**config.mk**
```make
export PLATFORM = sky130hd
export DESIGN_NAME = multicycle_ctrl
export DESIGN_NICKNAME = d
export VERILOG_FILES = /design/src/rtl/multicycle_ctrl.sv
export SDC_FILE = /design/constraint.sdc
export NUM_CORES = 1
export LEC_CHECK = 0
export ABC_AREA = 1
export CORE_MARGIN = 3
export CORE_UTILIZATION = 53
export CTS_CLUSTER_DIAMETER = 50
export DETAILED_ROUTE_END_ITERATION = 6
export PLACE_DENSITY = 0.88
export SYNTH_ARGS = -nofsm -noshare
export SYNTH_HDL_FRONTEND = slang
export SYNTH_SLANG_ARGS = --single-unit
```
**constraint.sdc**
```tcl
create_clock -name clk -period 3.8 [get_ports clk]
set_input_delay 0.38 -clock clk [delete_from_list [all_inputs] [get_ports clk]]
set_output_delay 0.38 -clock clk [all_outputs]
set_load 0.02 [all_outputs]
```
**src/rtl/multicycle_ctrl.sv**
```systemverilog
// rtl/multicycle_ctrl.sv - multi-cycle MIPS control sequencer
module multicycle_ctrl #(
    parameter int CNT_W = 32
) (
    input  logic             clk,
    input  logic             rst,
    input  logic [5:0]       op,
    input  logic [5:0]       func,
    input  logic             zero,
    output logic             pc_we,
    output logic             ir_we,
    output logic             iord,
    output logic             mem_re,
    output logic             mem_we,
    output logic             reg_we,
    output logic             reg_dst,
    output logic             mem_to_reg,
    output logic             alu_src_a,
    output logic [1:0]       alu_src_b,
    output logic [2:0]       alu_op,
    output logic [1:0]       pc_src,
    output logic [3:0]       state,
    output logic             illegal,
    output logic [CNT_W-1:0] retired
);

    typedef enum logic [3:0] {
        IDLE     = 4'd0,
        FETCH    = 4'd1,
        DECODE   = 4'd2,
        MEM_ADDR = 4'd3,
        MEM_RD   = 4'd4,
        MEM_WB   = 4'd5,
        MEM_WR   = 4'd6,
        R_EXEC   = 4'd7,
        R_WB     = 4'd8,
        BRANCH   = 4'd9,
        JUMP     = 4'd10,
        I_EXEC   = 4'd11,
        I_WB     = 4'd12,
        HALT     = 4'd13
    } state_t;

    state_t cur, nxt;
    logic   retire;
    logic   r_legal;

    assign state = cur;

    always_comb begin
        r_legal = 1'b0;
        case (func)
            6'h20, 6'h22, 6'h24, 6'h25, 6'h2A: r_legal = 1'b1;
            default:                           r_legal = 1'b0;
        endcase
    end

    // Every completing state returns to FETCH unconditionally, so leaving one is a retirement.
    always_comb begin
        retire = 1'b0;
        case (cur)
            MEM_WB, MEM_WR, R_WB, BRANCH, JUMP, I_WB: retire = 1'b1;
            default:                                  retire = 1'b0;
        endcase
    end

    always_ff @(posedge clk or posedge rst) begin
        if (rst) begin
            cur     <= IDLE;
            illegal <= 1'b0;
            retired <= '0;
        end else begin
            cur <= nxt;
            if (cur == DECODE && nxt == HALT)
                illegal <= 1'b1;
            if (retire)
                retired <= retired + {{(CNT_W-1){1'b0}}, 1'b1};
        end
    end

    always_comb begin
        nxt        = cur;
        pc_we      = 1'b0;
        ir_we      = 1'b0;
        iord       = 1'b0;
        mem_re     = 1'b0;
        mem_we     = 1'b0;
        reg_we     = 1'b0;
        reg_dst    = 1'b0;
        mem_to_reg = 1'b0;
        alu_src_a  = 1'b0;
        alu_src_b  = 2'b00;
        alu_op     = 3'b000;
        pc_src     = 2'b00;
        case (cur)
            IDLE: nxt = FETCH;
            FETCH: begin
                mem_re    = 1'b1;
                ir_we     = 1'b1;
                alu_src_b = 2'b01;
                pc_we     = 1'b1;
                nxt       = DECODE;
            end
            DECODE: begin
                alu_src_b = 2'b11;
                case (op)
                    6'h23, 6'h2B: nxt = MEM_ADDR;
                    6'h00:        nxt = r_legal ? R_EXEC : HALT;
                    6'h04:        nxt = BRANCH;
                    6'h02:        nxt = JUMP;
                    6'h08:        nxt = I_EXEC;
                    default:      nxt = HALT;
                endcase
            end
            MEM_ADDR: begin
                alu_src_a = 1'b1;
                alu_src_b = 2'b10;
                nxt       = (op == 6'h23) ? MEM_RD : MEM_WR;
            end
            MEM_RD: begin
                mem_re = 1'b1;
                iord   = 1'b1;
                nxt    = MEM_WB;
            end
            MEM_WB: begin
                reg_we     = 1'b1;
                mem_to_reg = 1'b1;
                nxt        = FETCH;
            end
            MEM_WR: begin
                mem_we = 1'b1;
                iord   = 1'b1;
                nxt    = FETCH;
            end
            R_EXEC: begin
                alu_src_a = 1'b1;
                case (func)
                    6'h22:   alu_op = 3'b001;
                    6'h24:   alu_op = 3'b010;
                    6'h25:   alu_op = 3'b011;
                    6'h2A:   alu_op = 3'b100;
                    default: alu_op = 3'b000;
                endcase
                nxt = R_WB;
            end
            R_WB: begin
                reg_we  = 1'b1;
                reg_dst = 1'b1;
                nxt     = FETCH;
            end
            BRANCH: begin
                alu_src_a = 1'b1;
                alu_op    = 3'b001;
                pc_src    = 2'b01;
                pc_we     = zero;
                nxt       = FETCH;
            end
            JUMP: begin
                pc_src = 2'b10;
                pc_we  = 1'b1;
                nxt    = FETCH;
            end
            I_EXEC: begin
                alu_src_a = 1'b1;
                alu_src_b = 2'b10;
                nxt       = I_WB;
            end
            I_WB: begin
                reg_we = 1'b1;
                nxt    = FETCH;
            end
            HALT:    nxt = HALT;
            default: nxt = IDLE;
        endcase
    end

endmodule

```
### Word-level counts from Yosys, hierarchy flattened

Cells that the tools add are included.

* magnitude comparators: 0
* divide/modulo/power cells: 0
* $mul: 0
* shifts and indexed selects: 0
* equal/unequal tests: 24
* bitwise operators: 0
* mux-type cells: 19
* $add $sub $neg: 1
* reductions and logical operators: 13

Operators by type and width (count)
* 6-bit == test, second input constant: 7
* 32-bit by 1-bit adder with 32-bit output, second input constant: 1
* 4-bit case mux with 8 select lines: 1
* 4-bit == test, second input constant: 7
* 4-bit case mux with 5 select lines: 1
* 4-bit by 3-bit == test with 1-bit output, second input constant: 4
* 3-bit case mux with 4 select lines: 1
* 1-bit 2-to-1 mux: 10
* 2-bit OR reduction: 5
* 4-bit by 2-bit == test with 1-bit output, second input constant: 2
* 7-bit OR reduction: 1
* 6-bit by 2-bit == test with 1-bit output, second input constant: 1
* 6-bit by 3-bit == test with 1-bit output, second input constant: 1
* 6-bit by 4-bit == test with 1-bit output, second input constant: 1
* 6-bit zero test: 1
* 2-bit case mux with 3 select lines: 1
* 3-bit case mux with 2 select lines: 1
* 6-bit OR reduction: 1
* 5-bit OR reduction: 1
* 4-bit by 1-bit == test with 1-bit output, second input constant: 1
* 4-bit zero test: 1
* 4-bit 2-to-1 mux: 1
* 2-bit case mux with 2 select lines: 1
* 4-bit OR reduction: 1
* 4 further kinds: 4

* RAM bits: 0
* logic and storage cells: 60
* latch bits: 0
* memory bits (read-only): 0
* flip-flop bits (word level): 37
* memories: 0
* output and inout port bits: 53

### Depth between registers and ports, before layout

Gate-level depths: netlist (run 1).

* depth after elaboration: 8
* mapped depth: 10

### Worst setup path after synthesis (run 1)

OpenSTA, ideal clock, no wires.

* path type: reg-to-output
* from: register cur[2], in the netlist state[2]
* to: output alu_op[0]
* path slack: 1.954 ns
* data arrival time: 1.466 ns
* required time: 3.420 ns
* stages on the path, launching flop included: 7
* cells stage by stage: dfrtp_1 inv_2 nor2_2 nand2_1 nor2_1 nand2_1 o211ai_1

* longest elaborated chain between the ends: 2
* elaborated cells on any way between the ends: 3
* those cells by class: 2 x eq/ne; 1 x mux

RTL lines
* from (decl): RTL line 44 `state_t cur, nxt;`
* from (signal assigned): RTL line 73 `cur <= nxt;`
* 4-bit == test / 4-bit by 3-bit == test with 1-bit output (equally long branches): RTL line 95 `case (cur)`
* 3-bit case mux with 2 select lines *: RTL line 95
* to (decl): RTL line 20 `output logic [2:0] alu_op,`

Mark *: on every way between the ends. The rest lies on a longest branch, timed or not.

### Final worst setup path (run 1)

* from: input func[5]
* to: output alu_op[0]

* longest elaborated chain between the ends: 3
* elaborated cells on any way between the ends: 6
* those cells by class: 4 x eq/ne; 2 x mux

RTL lines
* from (decl): RTL line 8 `input logic [5:0] func,`
* 6-bit == test: RTL line 137 `case (func)`
* 3-bit case mux with 4 select lines *: RTL line 137
* 3-bit case mux with 2 select lines *: RTL line 95

Marks and branches as above.

==> impl_results.md, run 1 <==
- Outcome: completed
- Area added between synthesis and finish: 31.05%
- Area share of the largest cell type after synthesis: 35.73%
- Ys flop type: sky130_fd_sc_hd__dfrtp_1
- Cell leakage power: between 0.0015 and 0.002 uW
- Longest Clk Path Bufs: 2
- Cell area after layout: ~3400 um^2
- Final antenna diode count: 0
- Io pins: 68
- Peak VDD IR: about 0.00013 V
- Depth of the worst register-to-register path: 8
- Fraction of layout instances using a drive strength above 1: 8.279%
- Row count: 24
- Critical Setup Path Class: input pin to primary output
- WL final: 6742 um
- First-pass GRT wire length: 11360 um
- Areal power density over the cells: roughly 210 nW/um^2
- Critical Path Start Type: input pin
- Ratio of routed vias to standard cells: 5.073
- # setup viols final: 0
- Number of nets with antenna violations after detailed routing: 0
- Grt ovf: 0
- Transition time of the tightest slew-check pin: 457.1 ps
- Maximum fanout along the worst path: 4
- Clock buffer count from CTS: 5
- Distinct cells, synth: 28
- Post-synthesis cell count: just under 400
- Largest incremental delay on the critical path: approximately 630 ps
- Number of buffers inserted by post-CTS setup repair: 0
- Number of violations of the max-capacitance limit: 0
- Maximum number of pins on one net before global-route repair: 38
- Register clock-pin slew on the reported worst setup and hold paths: 70 ps
- Via count: 2658
- R2R Setup Slk: 1880 ps
- Final cycle utilization of the critical path: 64.66%
- CP Data Required Time: 3420 ps
- Number of antenna violations at the first check in global routing: 0
- Max stage delay cell, worst path: sky130_fd_sc_hd__clkdlybuf4s50_1
- Layout filler cell count: 352
- Count of hold-fix buffers inserted at cts: 0
- CTS H-tree depth: 2
- Simple-Gate Fraction of Synth Area: approximately 45%
- Worst Hold Class: flop to flop
- Vias in the first global route: between 2000 and 3000
- Routed len/inst: about 13 um
- Worst clock skew: 8.380 ps
- Placeable Area: 4534 um^2
- Termination of the worst setup path: alu_op[0]
- Sum of negative setup slack: 0 ps
- Share of flip-flops with an asynchronous set or reset: between 90% and 100%
- Synth area leader: sky130_fd_sc_hd__dfrtp_1
- Capture instance of the worst register-to-register path: retired[11]
- Average instance area after synthesis: 6.678 um^2
- First drt pass iteration count: 4
- Count of unresolved DRC violations after routing: 0
- Post-Syn Area: between 2000 and 3000 um^2
- Clock Root Buffer: sky130_fd_sc_hd__clkbuf_8
- Arrival time at the worst endpoint: 2080 ps
- Complex-gate fraction of the synthesized area: 4.394%
- Unrepaired setup endpoints after global routing: false
- Top cells by area, synth: sky130_fd_sc_hd__dfrtp_1 (36%), sky130_fd_sc_hd__nand2_1 (22%), sky130_fd_sc_hd__nor2_1 (9.1%), sky130_fd_sc_hd__inv_1 (5.1%), sky130_fd_sc_hd__xnor2_2 (4.4%)
- Clock latency of the later-clocked register in the worst-skew pair: 290 ps
- Number of synthesized flops with an enable pin: 0
- Initial DRC count: 191
- RD Place Congestion: 0.9457
- Arithmetic-cell share of the synthesized area counting full adders, half adders and majority gates: 0.4829%
- Hold Fails Final Rpt: 0
- Remaining max-slew budget at the tightest pin: 69.53%
- Die extent in x: roughly 76 um
- Mux contribution to synthesized area: 0%
- Combinational family with the most area after synthesis: simple AND/OR/NAND/NOR gates
- Xor/xnor share of the synthesized area: 7.436%
- Clk sink count: 37
- Setup crit end kind: primary output
- Critical path origin: func[5]
- Synth Register Bits: 37
- Cell-by-cell trace of the critical path: clkdlybuf4s50_1, inv_1, nor2_1, nand4_1, nor2_1, nand2_1, o211ai_1, clkdlybuf4s50_1
- Top achievable clock speed: 407.0 MHz
- Placed inst area: 3309 um^2
- Final nets: 475
- Global routing usage summed across all routing layers: 23.96%
- Crit path time final: 2457 ps
- Count of instances resized after the clock tree is built: 0
- Syn. warnings: 0
- Top library cells by usage in the layout, fill and taps aside: sky130_fd_sc_hd__nand2_1 (154), sky130_fd_sc_hd__clkdlybuf4s50_1 (67), sky130_fd_sc_hd__nor2_1 (63)
- Synthesized net count: a little over 400
- Detailed placement HPWL: 5343 um
- Height of the die: 75.92 um
- Count of input and output buffers: 67
- Effective utilization at floorplan: 57.15%
- Pins over their slew limit: 0
- Die footprint: 5764 um^2
- Source of the worst register-to-register timing path: state[2]
- Proportion of synthesized chip area in sequential cells: around 36%
- TritonCTS clock tree: yes
- Commonest non-fill, non-tap cell in the layout: sky130_fd_sc_hd__nand2_1
-- through the flow --
step | instances | power [uW] | utilization, % | hold slack (ps) | setup slack [ps]
CTS | 524 | 712.7 | 74.89 | 478.0 | 1335
global placement | 517 | 434.1 | 72.99 | 452.9 | 1364
floorplan | 388 | 414.4 | - | 559.7 | 1954
detailed placement | 517 | 435.5 | 72.99 | 455.2 | 1326
finish | 524 | 708.1 | 74.89 | 472.2 | 1343
global route | 524 | 735.0 | 74.89 | 526.1 | 1166
-- kinds of logic after synthesis --
family	after synthesis
simple gates	271
buf+inv	43
fa+ha+maj	1
flops	37
compound gates	20
xor+xnor	16
-- state kept, by name (all words and copies together) (netlist names) --
name,flops
state,4
illegal,1
retired,32
-- how the worst min path moves through the flow --
stage / start / to / depth (start not counted)
floorplan: rst / illegal / 1
global placement: illegal / illegal / 2
detailed placement: illegal / illegal / 2
CTS: illegal / illegal / 2
global route: illegal / illegal / 2
finish: illegal / illegal / 2
-- per-layer routing --
metal | global-route usage, % | up-vias | wire, um
li1 | - | 1339 | -
met1 | 28.66 | 1224 | 2810
met2 | 42.91 | 82 | 3438
met3 | 4.621 | 13 | 352
met4 | 8.333 | 0 | 141
met5 | 0 | - | 0
-- critical path, delay by kind of cell --
kind | cells | cell delay (ps)
compound gates | 1 | 70
buf+inv | 3 | 1110
simple gates | 4 | 510
-- Yosys cell counts, drive strengths merged, types with 4 or more instances --
cell type / n
nor2: 73
xnor2: 11
o21ai: 12
nand3b: 12
nand2: 162
buf: 4
xor2: 5
inv: 39
nand4: 5
dfrtp: 37
nand3: 17
a21oi: 4
-- cell type report --
type	count	area, um^2	area share (%)
well taps	65	81.33	2.395
inverters	39	146.4	4.311
flip-flops and latches	37	925.9	27.27
repair buffers	68	678.2	19.97
multi-input cells	308	1478	43.52
clock buffers	7	86.33	2.542
-- where the power goes --
part           switching, uW  leakage [uW]  internal, uW  total, uW
combinational           17.8      0.000975          16.2       33.9
clock                    137     0.0000443           144        281
sequential                 0      0.000496           394        394
Note: power is estimated with default switching activity, not from simulation.
==> run 2: changes to the inputs <==
- CORE_UTILIZATION: 53 -> 49
- PLACE_DENSITY: 0.88 -> 0.82
- clock period: 3.8 -> 2.4 ns (I/O delays scaled with it)
==> impl_results.md, run 2 (synthesis gave the netlist of run 1 again) <==
- Global routing usage summed across all routing layers: 22.54% (-1.4 points)
- Transition time of the tightest slew-check pin: 459.4 ps (+2.315 ps)
- Register clock-pin slew on the reported worst setup and hold paths: 70 ps (about the same)
- Count of unresolved DRC violations after routing: 0 (unchanged)
- Final cycle utilization of the critical path: 94.71%
- Cell area after layout: 3411 um^2 (+0.44%)
- Source of the worst register-to-register timing path: state[2]
- Io pins: 68 (unchanged)
- Pins over their slew limit: 0 (unchanged)
- Routed len/inst: 12.40 um (-3.6%)
- Critical Setup Path Class: flop to primary output
- Areal power density over the cells: 327.3 nW/um^2 (+57%)
- Final antenna diode count: 0 (unchanged)
- Critical Path Start Type: flop
- Critical path origin: state[3]
- Effective utilization at floorplan: 52.76% (-4.4 points)
- Die extent in x: 78.72 um (+3.7%)
- Utilization of the core after routing: 69.45% (-5.4 points)
- First-pass GRT wire length: 11160 um (-1.8%)
- Height of the die: 78.72 um (+3.7%)
- TritonCTS clock tree: yes
- Worst Hold Class: input pin to asynchronous set/reset pin
- Largest incremental delay on the critical path: 630 ps (about the same)
- Most used cell along the critical path: sky130_fd_sc_hd__inv_1
- Clock buffer count from CTS: 5 (unchanged)
- Count of instances resized after the clock tree is built: 0 (unchanged)
- CP Data Required Time: 2160 ps (-1260 ps)
- Remaining max-slew budget at the tightest pin: 69.37% (-0.15 points)
- Row count: 25 (+4.2%)
- Detailed placement HPWL: 5250 um (-1.7%)
- Maximum fanout along the worst path: 6 (+2)
- WL final: 6534 um (-3.1%)
- Grt ovf: 0 (unchanged)
- Number of violations of the max-capacitance limit: 0 (unchanged)
- First drt pass iteration count: 4 (unchanged)
- Number of nets with antenna violations after detailed routing: 0 (unchanged)
- Outcome: completed
- Top Family by Delay on Critical Path: buffers and inverters
- Top achievable clock speed: 439.9 MHz
- Commonest non-fill, non-tap cell in the layout: sky130_fd_sc_hd__nand2_1
- Count of input and output buffers: 67 (unchanged)
- Crit path time final: 2273 ps
- Peak VDD IR: 0.0002603 V (+110%)
- RD Place Congestion: 0.8979 (-5.1%)
- Number of antenna violations at the first check in global routing: 0 (unchanged)
- Cell-by-cell trace of the critical path: inv_1, nand2_1, nor2_1, inv_1, o21ai_0, clkdlybuf4s50_1
- Cell leakage power: 0.001539 uW (+1.6%)
- Top library cells by usage in the layout, fill and taps aside: sky130_fd_sc_hd__nand2_1 (154), sky130_fd_sc_hd__clkdlybuf4s50_1 (66), sky130_fd_sc_hd__nor2_1 (62)
- Longest Clk Path Bufs: 2 (unchanged)
- Initial DRC count: 110 (-42%)
- Smallest hold slack: 362.5 ps (-109.7 ps)
- Maximum number of pins on one net before global-route repair: 38 (unchanged)
- Area added between synthesis and finish: 31.63%
- Count of hold-fix buffers inserted at cts: 0 (unchanged)
- Clock latency of the later-clocked register in the worst-skew pair: 290 ps (about the same)
- CTS H-tree depth: 2 (unchanged)
- Clock Root Buffer: sky130_fd_sc_hd__clkbuf_8
- Via count: 2607 (-1.9%)
- Number of flip-flops in the largest register: 32 (unchanged)
- Clk sink count: 37 (unchanged)
- Vias in the first global route: 2493 (-0.36%)
- Placed inst area: 3319 um^2 (+0.30%)
- Number of buffers inserted by post-CTS setup repair: 0 (unchanged)
- Largest register by flop count: retired
- Die footprint: 6197 um^2 (+7.5%)
- Unrepaired setup endpoints after global routing: true
- # setup viols final: 0 (unchanged)
- Hold Fails Final Rpt: 0 (unchanged)
- Max stage delay cell, worst path: sky130_fd_sc_hd__clkdlybuf4s50_1
- Arrival time at the worst endpoint: 2030 ps (-50 ps)
- Layout filler cell count: 446 (+27%)
- Final nets: 476 (+0.21%)
- Buf+Inv Stages, Crit Path: 3 (unchanged)
- Worst clock skew: 8.044 ps (-0.3356 ps)
- Ratio of routed vias to standard cells: 4.947 (-2.5%)
- Fraction of layout instances using a drive strength above 1: 8.696% (+0.42 points)
- Setup crit end kind: primary output
- Placeable Area: 4911 um^2 (+8.3%)
==> run 2: cell types whose count changed in the layout (fill, tap and decap cells not counted), sizes merged <==
cell           previous run  this run
buf                       1         2
clkdlybuf4s50            67        66
dlymetal6s2s              0         1
==> run 2: final cells by class <==
| cell class | count | area, um^2 | share of cell area, % |
|---|---|---|---|
| clock buffer | 7 | 86.33 | 2.531 |
| inverter | 39 | 146.4 | 4.292 |
| multi-input combinational | 308 | 1480 | 43.40 |
| sequential | 37 | 925.9 | 27.15 |
| tap | 67 | 83.83 | 2.458 |
| timing repair buffer | 69 | 688.2 | 20.18 |
==> run 2: stage by stage <==
stage          power [uW]  setup slack (ps)  setup TNS, ps  instances
5_1_grt              1169            -46.33         -81.06        527
3_5_place_dp        689.4             173.0              0        520
6_report             1116             126.9              0        527
2_1_floorplan       656.2             694.2              0        388
3_3_place_gp        687.7             245.8              0        520
4_1_cts              1129             120.0              0        527
==> run 2: worst reg2reg max path, stage by stage, from the launching register on <==
cell	delay [ps]
sky130_fd_sc_hd__dfrtp_1	420
sky130_fd_sc_hd__inv_2	100
sky130_fd_sc_hd__nand2_1	110
sky130_fd_sc_hd__nor2_2	220
sky130_fd_sc_hd__nor2_2	80
sky130_fd_sc_hd__nand2_4	220
sky130_fd_sc_hd__buf_4	280
sky130_fd_sc_hd__nand2_2	100
sky130_fd_sc_hd__xnor2_2	130
==> run 2: report_power, final <==
group          total, uW  internal (uW)  switching (uW)
Clock                439            228             211
Sequential           623            623               0
Combinational       53.8           25.8            28.0
Total               1120            877             239
==> run 2: final timing paths <==
kind,endpoint,slack (ps),depth (start not counted)
hold / removal,retired[19],360,3
min in group clk,illegal,480,2
max in group asynchronous,retired[13],1710,3
hold reg to reg,illegal,480,2
setup / recovery,mem_re,130,6
setup reg to reg,retired[6],610,8
==> run 2: routing by layer <==
layer	routed length, um	global-route usage (%)	up-vias
met5	0	0	-
met4	68	7.343	0
met3	243	4.082	7
met2	3167	37.69	59
met1	3054	29.51	1198
li1	-	-	1343
